===== src/rtl/message_assembler_pkg.sv =====
// message_assembler_pkg
//   Shared debug-message definitions used by the message slicer and the
//   message assembler. The package holds the field widths, the
//   receive-FSM state encodings, the header field layout and the
//   header unpack helper.
package message_assembler_pkg;

    localparam int MSG_WIDTH_DEF        = 32;
    localparam int MSG_LENGTH_WIDTH     = 4;
    localparam int MSG_FORMATCODE_WIDTH = 4;
    localparam int MSG_MODULECODE_WIDTH = 7;
    localparam int MSG_ERRORCODE_WIDTH  = 16;

    // Header fields below the marker bit; this must equal MSG_WIDTH-1.
    localparam int MSG_HDR_BITS = MSG_LENGTH_WIDTH + MSG_FORMATCODE_WIDTH
                                + MSG_MODULECODE_WIDTH + MSG_ERRORCODE_WIDTH;

    localparam logic [1:0] ST_IDLE    = 2'd0;
    localparam logic [1:0] ST_COLLECT = 2'd1;
    localparam logic [1:0] ST_DISCARD = 2'd2;

    // Field order from MSB to LSB, matching the packing side.
    typedef struct packed {
        logic [MSG_LENGTH_WIDTH-1:0]     length;
        logic [MSG_FORMATCODE_WIDTH-1:0] formatcode;
        logic [MSG_MODULECODE_WIDTH-1:0] modulecode;
        logic [MSG_ERRORCODE_WIDTH-1:0]  errorcode;
    } msg_header_t;

    function automatic msg_header_t message_header_unpack(
        input logic [MSG_HDR_BITS-1:0] fields
    );
        return msg_header_t'(fields);
    endfunction

endpackage


===== src/rtl/message_assembler.sv =====
// message_assembler
//   Rebuilds parallel debug messages from the word stream that the
//   message slicer produces. A header word (MSB = 1) carries the length
//   and code fields. The payload words (MSB = 0) follow it. A completed
//   message is presented on out_* together with a one-cycle out_nd pulse.
//   Protocol violations set a sticky error flag.
//
// Ports
//   clk            rising-edge clock
//   rst            synchronous active-high reset
//   in_data        stream word
//   in_nd          in_data valid this cycle; every strobed word is consumed
//   out_length     payload word count of the last completed message
//   out_formatcode format code of the last completed message
//   out_modulecode module code of the last completed message
//   out_errorcode  error code of the last completed message
//   out_payload    payload, word i at [i*(MSG_WIDTH-1) +: MSG_WIDTH-1]
//   out_nd         one-cycle pulse when a message completes
//   error          sticky protocol-error flag, cleared only by reset
module message_assembler
    import message_assembler_pkg::*;
#(
    parameter int MSG_WIDTH = MSG_WIDTH_DEF,
    parameter int MAX_LEN   = 4
) (
    input  logic                              clk,
    input  logic                              rst,
    input  logic [MSG_WIDTH-1:0]              in_data,
    input  logic                              in_nd,
    output logic [MSG_LENGTH_WIDTH-1:0]       out_length,
    output logic [MSG_FORMATCODE_WIDTH-1:0]   out_formatcode,
    output logic [MSG_MODULECODE_WIDTH-1:0]   out_modulecode,
    output logic [MSG_ERRORCODE_WIDTH-1:0]    out_errorcode,
    output logic [MAX_LEN*(MSG_WIDTH-1)-1:0]  out_payload,
    output logic                              out_nd,
    output logic                              error
);

    localparam int PW = MSG_WIDTH - 1;

    logic [1:0]                  state;
    logic [MSG_LENGTH_WIDTH-1:0] counter;
    msg_header_t                 pend;
    logic [MAX_LEN*PW-1:0]       buf_q;
    logic [MAX_LEN*PW-1:0]       next_buf;
    msg_header_t                 hdr;
    logic                        is_hdr;
    logic                        last_word;

    assign is_hdr    = in_data[MSG_WIDTH-1];
    assign hdr       = message_header_unpack(in_data[MSG_HDR_BITS-1:0]);
    assign last_word = (counter + MSG_LENGTH_WIDTH'(1)) == pend.length;

    // Working buffer with the incoming payload word merged at slot
    // `counter`. It is used both for the register update and for the
    // final copy to out_payload, so the last word needs no extra cycle.
    always_comb begin
        next_buf = buf_q;
        for (int unsigned i = 0; i < MAX_LEN; i++) begin
            if (counter == MSG_LENGTH_WIDTH'(i))
                next_buf[i*PW +: PW] = in_data[PW-1:0];
        end
    end

    always_ff @(posedge clk) begin
        if (rst) begin
            state          <= ST_IDLE;
            counter        <= '0;
            pend           <= '0;
            buf_q          <= '0;
            out_length     <= '0;
            out_formatcode <= '0;
            out_modulecode <= '0;
            out_errorcode  <= '0;
            out_payload    <= '0;
            out_nd         <= 1'b0;
            error          <= 1'b0;
        end else begin
            out_nd <= 1'b0;
            if (in_nd) begin
                if (is_hdr) begin
                    // A header always resynchronises. Arriving mid-message
                    // it also aborts the partial message and flags an error.
                    if (state == ST_COLLECT)
                        error <= 1'b1;
                    if (hdr.length == '0) begin
                        out_length     <= hdr.length;
                        out_formatcode <= hdr.formatcode;
                        out_modulecode <= hdr.modulecode;
                        out_errorcode  <= hdr.errorcode;
                        out_payload    <= '0;
                        out_nd         <= 1'b1;
                        state          <= ST_IDLE;
                    end else if (hdr.length <= MSG_LENGTH_WIDTH'(MAX_LEN)) begin
                        pend    <= hdr;
                        buf_q   <= '0;
                        counter <= '0;
                        state   <= ST_COLLECT;
                    end else begin
                        error <= 1'b1;
                        state <= ST_DISCARD;
                    end
                end else begin
                    case (state)
                        ST_COLLECT: begin
                            buf_q   <= next_buf;
                            counter <= counter + MSG_LENGTH_WIDTH'(1);
                            if (last_word) begin
                                out_length     <= pend.length;
                                out_formatcode <= pend.formatcode;
                                out_modulecode <= pend.modulecode;
                                out_errorcode  <= pend.errorcode;
                                out_payload    <= next_buf;
                                out_nd         <= 1'b1;
                                state          <= ST_IDLE;
                            end
                        end
                        ST_DISCARD: ;
                        default:    error <= 1'b1;
                    endcase
                end
            end
        end
    end

endmodule


===== config.mk =====
export PLATFORM = sky130hd
export DESIGN_NAME = message_assembler
export DESIGN_NICKNAME = d
export VERILOG_FILES = /design/src/rtl/message_assembler_pkg.sv /design/src/rtl/message_assembler.sv
export SDC_FILE = /design/constraint.sdc
export NUM_CORES = 1
export LEC_CHECK = 0
export CAP_MARGIN = 20
export CORE_ASPECT_RATIO = 0.7
export CORE_MARGIN = 4
export CORE_UTILIZATION = 40
export DETAILED_ROUTE_END_ITERATION = 10
export PLACE_DENSITY = 0.63
export SLEW_MARGIN = 25
export SYNTH_ARGS = -nofsm -noshare
export SYNTH_HDL_FRONTEND = slang
export SYNTH_SLANG_ARGS = --single-unit

===== constraint.sdc =====
create_clock -name clk -period 3.3 [get_ports clk]
set_input_delay 0.495 -clock clk [delete_from_list [all_inputs] [get_ports clk]]
set_output_delay 0.495 -clock clk [all_outputs]
set_load 0.005 [all_outputs]

==> out/metrics.sh <==
OUTCOME='completed'
MIN_PATH_TYPE='in -> reg'
FINALHOLDVIOLCOUNT=0
INITIAL_CORE_UTIL=0.410
TOP_SIGNAL_LAYER_USED='met5'
FINAL_MIN_PERIOD_OVER_CLOCK_PERIOD=0.859
LIBRARY_CELLS_USED_BY_SYNTHESIS=40
ROUTE.DETAILED.WL_PER_INST_MICRONS=20.3
SLOWEST_STAGE='sky130_fd_sc_hd__or4_4'
STATIC-LEAKAGE-POWER_nW=5.45
ANTENNA_FOUND_INITIAL=2
GRT-OVFL-TOTAL=0
POWER_mW=8.18
TIMING.FINAL.SETUP_VIOLATIONS=0
WORSTSETUPENDPOINTTYPE='register'
CRITICAL_PATH.MAX_FANOUT=52
STDCELL_AREA_SQ_MM=0.0162
CTS.SINK_COUNT=318
SETUP_REPAIR_AFTER_GLOBAL_ROUTING_MISSED_ITS_MARGIN='false'
CTS_MADE_BUFFERS=31
STARTPOINT='counter[0]$_SDFFE_PP0P_'
ANTENNA_VIOLATING_NETS_POST_ROUTE=0
FLOORPLAN.CORE_AREA_SQ_MM=0.0316
CRIT_ARRIVAL_NS=3.31
PORT-BUFFER-COUNT=191
INTERNAL_POWER_mW=6.24
WL_MET3_MICRONS=2810
TIMING.FINAL.MAX_SLEW_VIOLATIONS=0
WORST_SLEW_MARGIN_REL=0.319
CLOCK_INSERTION_DELAY_WORST_SKEW_NS=0.56
GRT_PASS1_VIAS=9793
SEQ_AREA_FRAC_SYNTH=0.492
DRIVE_GT1_FRAC=0.108
GROUTE.USAGE.OVERALL=0.208
STARTPOINT_TYPE='register'
DIE_H_MICRONS=159
WORST_PATH_LARGEST_CELL_DELAY_NS=0.66
FINALSETUPTNS_NS=0
AVGSYNTHCELLAREA_SQ_UM=9.82
DRT_DRC_VIOLATIONS_LEFT=0
MAPPEDNETLISTNETS=1359
MAXCLOCKFREQUENCY_GHz=0.353
CTS_HOLD_BUFFERS=0
P_SEQ_FRAC=0.477
CP.BUFFERS_INVERTERS=2
FINAL.FILL_COUNT=2825
COMBINATIONAL_GROUP_SHARE_OF_TOTAL_POWER=0.076
DESIGN.FINAL.NETS=1478
ROUTE.DETAILED.VIAS_PER_INST=5.46
START_TO_END_TYPE_OF_THE_WORST_SETUP_PATH='reg -> reg'
CRIT_PATH_CELL_TRACE='inv_1 -> ha_1 -> xor2_1 -> nor3_2 -> nand2_1 -> or4_4 -> buf_12 -> o2bb2ai_1'
INITIALDRTVIOLATIONCOUNT=789
CRITICAL-PATH-TOP-DELAY-FAMILY='simple AND/OR/NAND/NOR gates'
DRT_PASS1_ITERATIONS=5
WIRELENGTH_MICRONS=38200
SYNTH.YOSYS.WARNINGS=0
PLACEDINSTANCEAREA_SQ_MM=0.0152
SYNTHCELLS=1319
MAX_CAPACITANCE_VIOLATION_COUNT=0
POST_LAYOUT_NONFILLER_INSTANCES=1882
SWITCHING_POWER_mW=1.94
MIN_FROM='rst'
CTS-HTREE-LEVELS=1
TRITONCTS_CLOCK_TREE='yes'
DIE_AREA_SQ_MM=0.0354
POST-SYNTH-TOP-AREA-CELL='sky130_fd_sc_hd__dfxtp_1'
POWER_SWITCHING_SHARE=0.237
CLOCK_PATH_BUFFERS=3
DP_CELLS=1825
ROW_COUNT=54
IO_PINS=192
SYNTHESIS.AREA_SQ_MM=0.0129
CTS-ROOT-BUF='sky130_fd_sc_hd__clkbuf_16'
CLOCK_POWER_SHARE=0.446
LAYOUT_MIN_CYCLE_TIME_NS=2.83
ROUTE.MET2.WL_MICRONS=15600
MULTI_INPUT_COMB_AREA_SQ_MM=0.00602
ANTENNA-DIODE-COUNT=0
VDD_DROP_MAX_mV=0.303
LEADING_POST_SYNTHESIS_CELLS_BY_CELL_AREA='sky130_fd_sc_hd__dfxtp_1 49%, sky130_fd_sc_hd__mux2i_1 12%, sky130_fd_sc_hd__o2bb2ai_2 8.1%'
MET1WIRELENGTH_MICRONS=19300
FIN_WORST_HOLD_SLACK_NS=0.313
FF_LATCH_AREA_SQ_MM=0.00637
POST_CTS_RESIZED=0
POST_CTS_BUFFERS=0
NUMBER_OF_STORAGE_ELEMENTS_IN_THE_SYNTHESIS_NETLIST=318
CLKTRANSATPATHREGS_NS=0.06
POWER-PER-CELL-AREA_mW_PER_MM2=505
POST-DP-HPWL_MICRONS=24000
WORST_SLEW_PIN_SLEW_NS=1.02
SYNTH_LARGEST_TYPE_AREA_FRACTION=0.492
SYNTHTOLAYOUTAREAGROWTH_PCT=25.2
FINCLKSKEW_NS=0.0190
DIEWIDTH_MICRONS=223
MAXIMUM_NUMBER_OF_PINS_ON_ONE_NET_BEFORE_GLOBAL_ROUTE_REPAIR=131
REGTOREGSTARTPOINT='counter[0]$_SDFFE_PP0P_'
FINALWEIGHTEDCONGESTION=0.776
VIAS=10280
GRT_FIRST_PASS_WIRELENGTH_MICRONS=59300
CRITICAL_PATH_REQUIRED_NS=3.78
-- synthesized netlist by cell type, drive strengths merged --
cell / n
or4: 2
a32oi: 1
o2111a: 1
xor2: 1
inv: 5
a22oi: 1
nor3: 128
o211ai: 1
xnor2: 3
buf: 47
o31a: 1
o21bai: 1
a31o: 1
nor3b: 6
o21a: 2
and2: 2
o21ai: 5
a21oi: 192
o31ai: 1
or3: 1
and3: 2
dfxtp: 318
mux2i: 154
nand3: 2
nor2: 132
o2bb2ai: 123
nor2b: 1
a31oi: 1
clkbuf: 84
ha: 5
a211oi: 31
xor3: 1
nand2: 63
-- metrics by stage --
stage           util  setup slack [ns]
6_report       0.514             0.466
5_1_grt        0.514             0.265
4_1_cts        0.514             0.516
3_5_place_dp   0.480             0.533
3_3_place_gp   0.480             0.598
2_1_floorplan      -              1.02
-- cell families after synthesis --
| logic type | share of synthesized area |
|---|---|
| compound gates | 0.218 |
| xor+xnor | 0.00454 |
| fa+ha+maj | 0.00483 |
| buf+inv | 0.0469 |
| flops | 0.492 |
| mux | 0.119 |
| simple gates | 0.115 |
-- worst register-to-register path, delay by kind of cell (launching register included) --
family,cells,cell delay (ns)
buffers and inverters,2,0.44
AND/OR/NAND/NOR,3,1.10
AO/OA/AOI/OAI,1,0.26
XOR/XNOR,1,0.17
adder cells (fa/ha/maj),1,0.36
flip-flops,1,0.44
-- routing by layer --
| metal | GRT usage | up-vias |
|---|---|---|
| met5 | 0 | - |
| met4 | 0.0241 | 2 |
| met3 | 0.0479 | 29 |
| met2 | 0.300 | 291 |
| met1 | 0.324 | 4978 |
| li1 | - | 4980 |
-- state kept, by name, summed over array words and instances (netlist names) --
register and flops:
error 1, state 2, buf_q 124, out_payload 124
pend 31, out_modulecode 7, out_nd 1, out_formatcode 4
out_errorcode 16, out_length 4, counter 4
-- placed cells by master (no fill, tap or decap), drive strengths merged --
cell,n
a211oi,31
buf,28
or3,1
nand2,63
nor2b,1
clkbuf,47
dfxtp,318
a32oi,1
and3,2
nor3,128
o211ai,1
nor2,132
a31o,1
or4,2
a21oi,192
a22oi,1
clkinv,6
xor2,1
o21bai,1
bufinv,3
clkdlybuf4s50,189
xnor2,3
o2bb2ai,123
nor3b,6
xor3,1
inv,5
o2111a,1
a31oi,1
nand3,2
ha,5
o21a,2
mux2i,154
and2,2
o21ai,5
o31ai,1
o31a,1
clkinvlp,1
-- layout make-up --
| cell class | instances | share of cell area |
|---|---|---|
| Sequential cell | 318 | 0.393 |
| Timing Repair Buffer | 217 | 0.137 |
| Inverter | 5 | 0.00116 |
| Clock buffer | 47 | 0.0571 |
| Tap cell | 420 | 0.0324 |
| Clock inverter | 10 | 0.00787 |
| Multi-Input combinational cell | 865 | 0.372 |
-- final timing paths --
kind / endpoint / slack (ns) / cells past startpoint
worst max register to register: out_payload[77]$_SDFFE_PP0P_ / 0.47 / 8
worst min register to register: pend[12]$_SDFFE_PP0P_ / 0.45 / 2
worst max-delay path: out_payload[77]$_SDFFE_PP0P_ / 0.47 / 8
worst min-delay path: error$_SDFFE_PP0P_ / 0.31 / 2
-- power groups by stage --
stage | Sequential (mW) | Clock (mW) | Combinational, mW
floorplan | 3.99 | 0 | 0.365
global placement | 3.99 | 0 | 0.620
detailed placement | 3.99 | 0 | 0.627
CTS | 3.90 | 3.74 | 0.629
global route | 3.91 | 3.90 | 0.672
finish | 3.90 | 3.65 | 0.625
(Power assumes the default switching activity.)
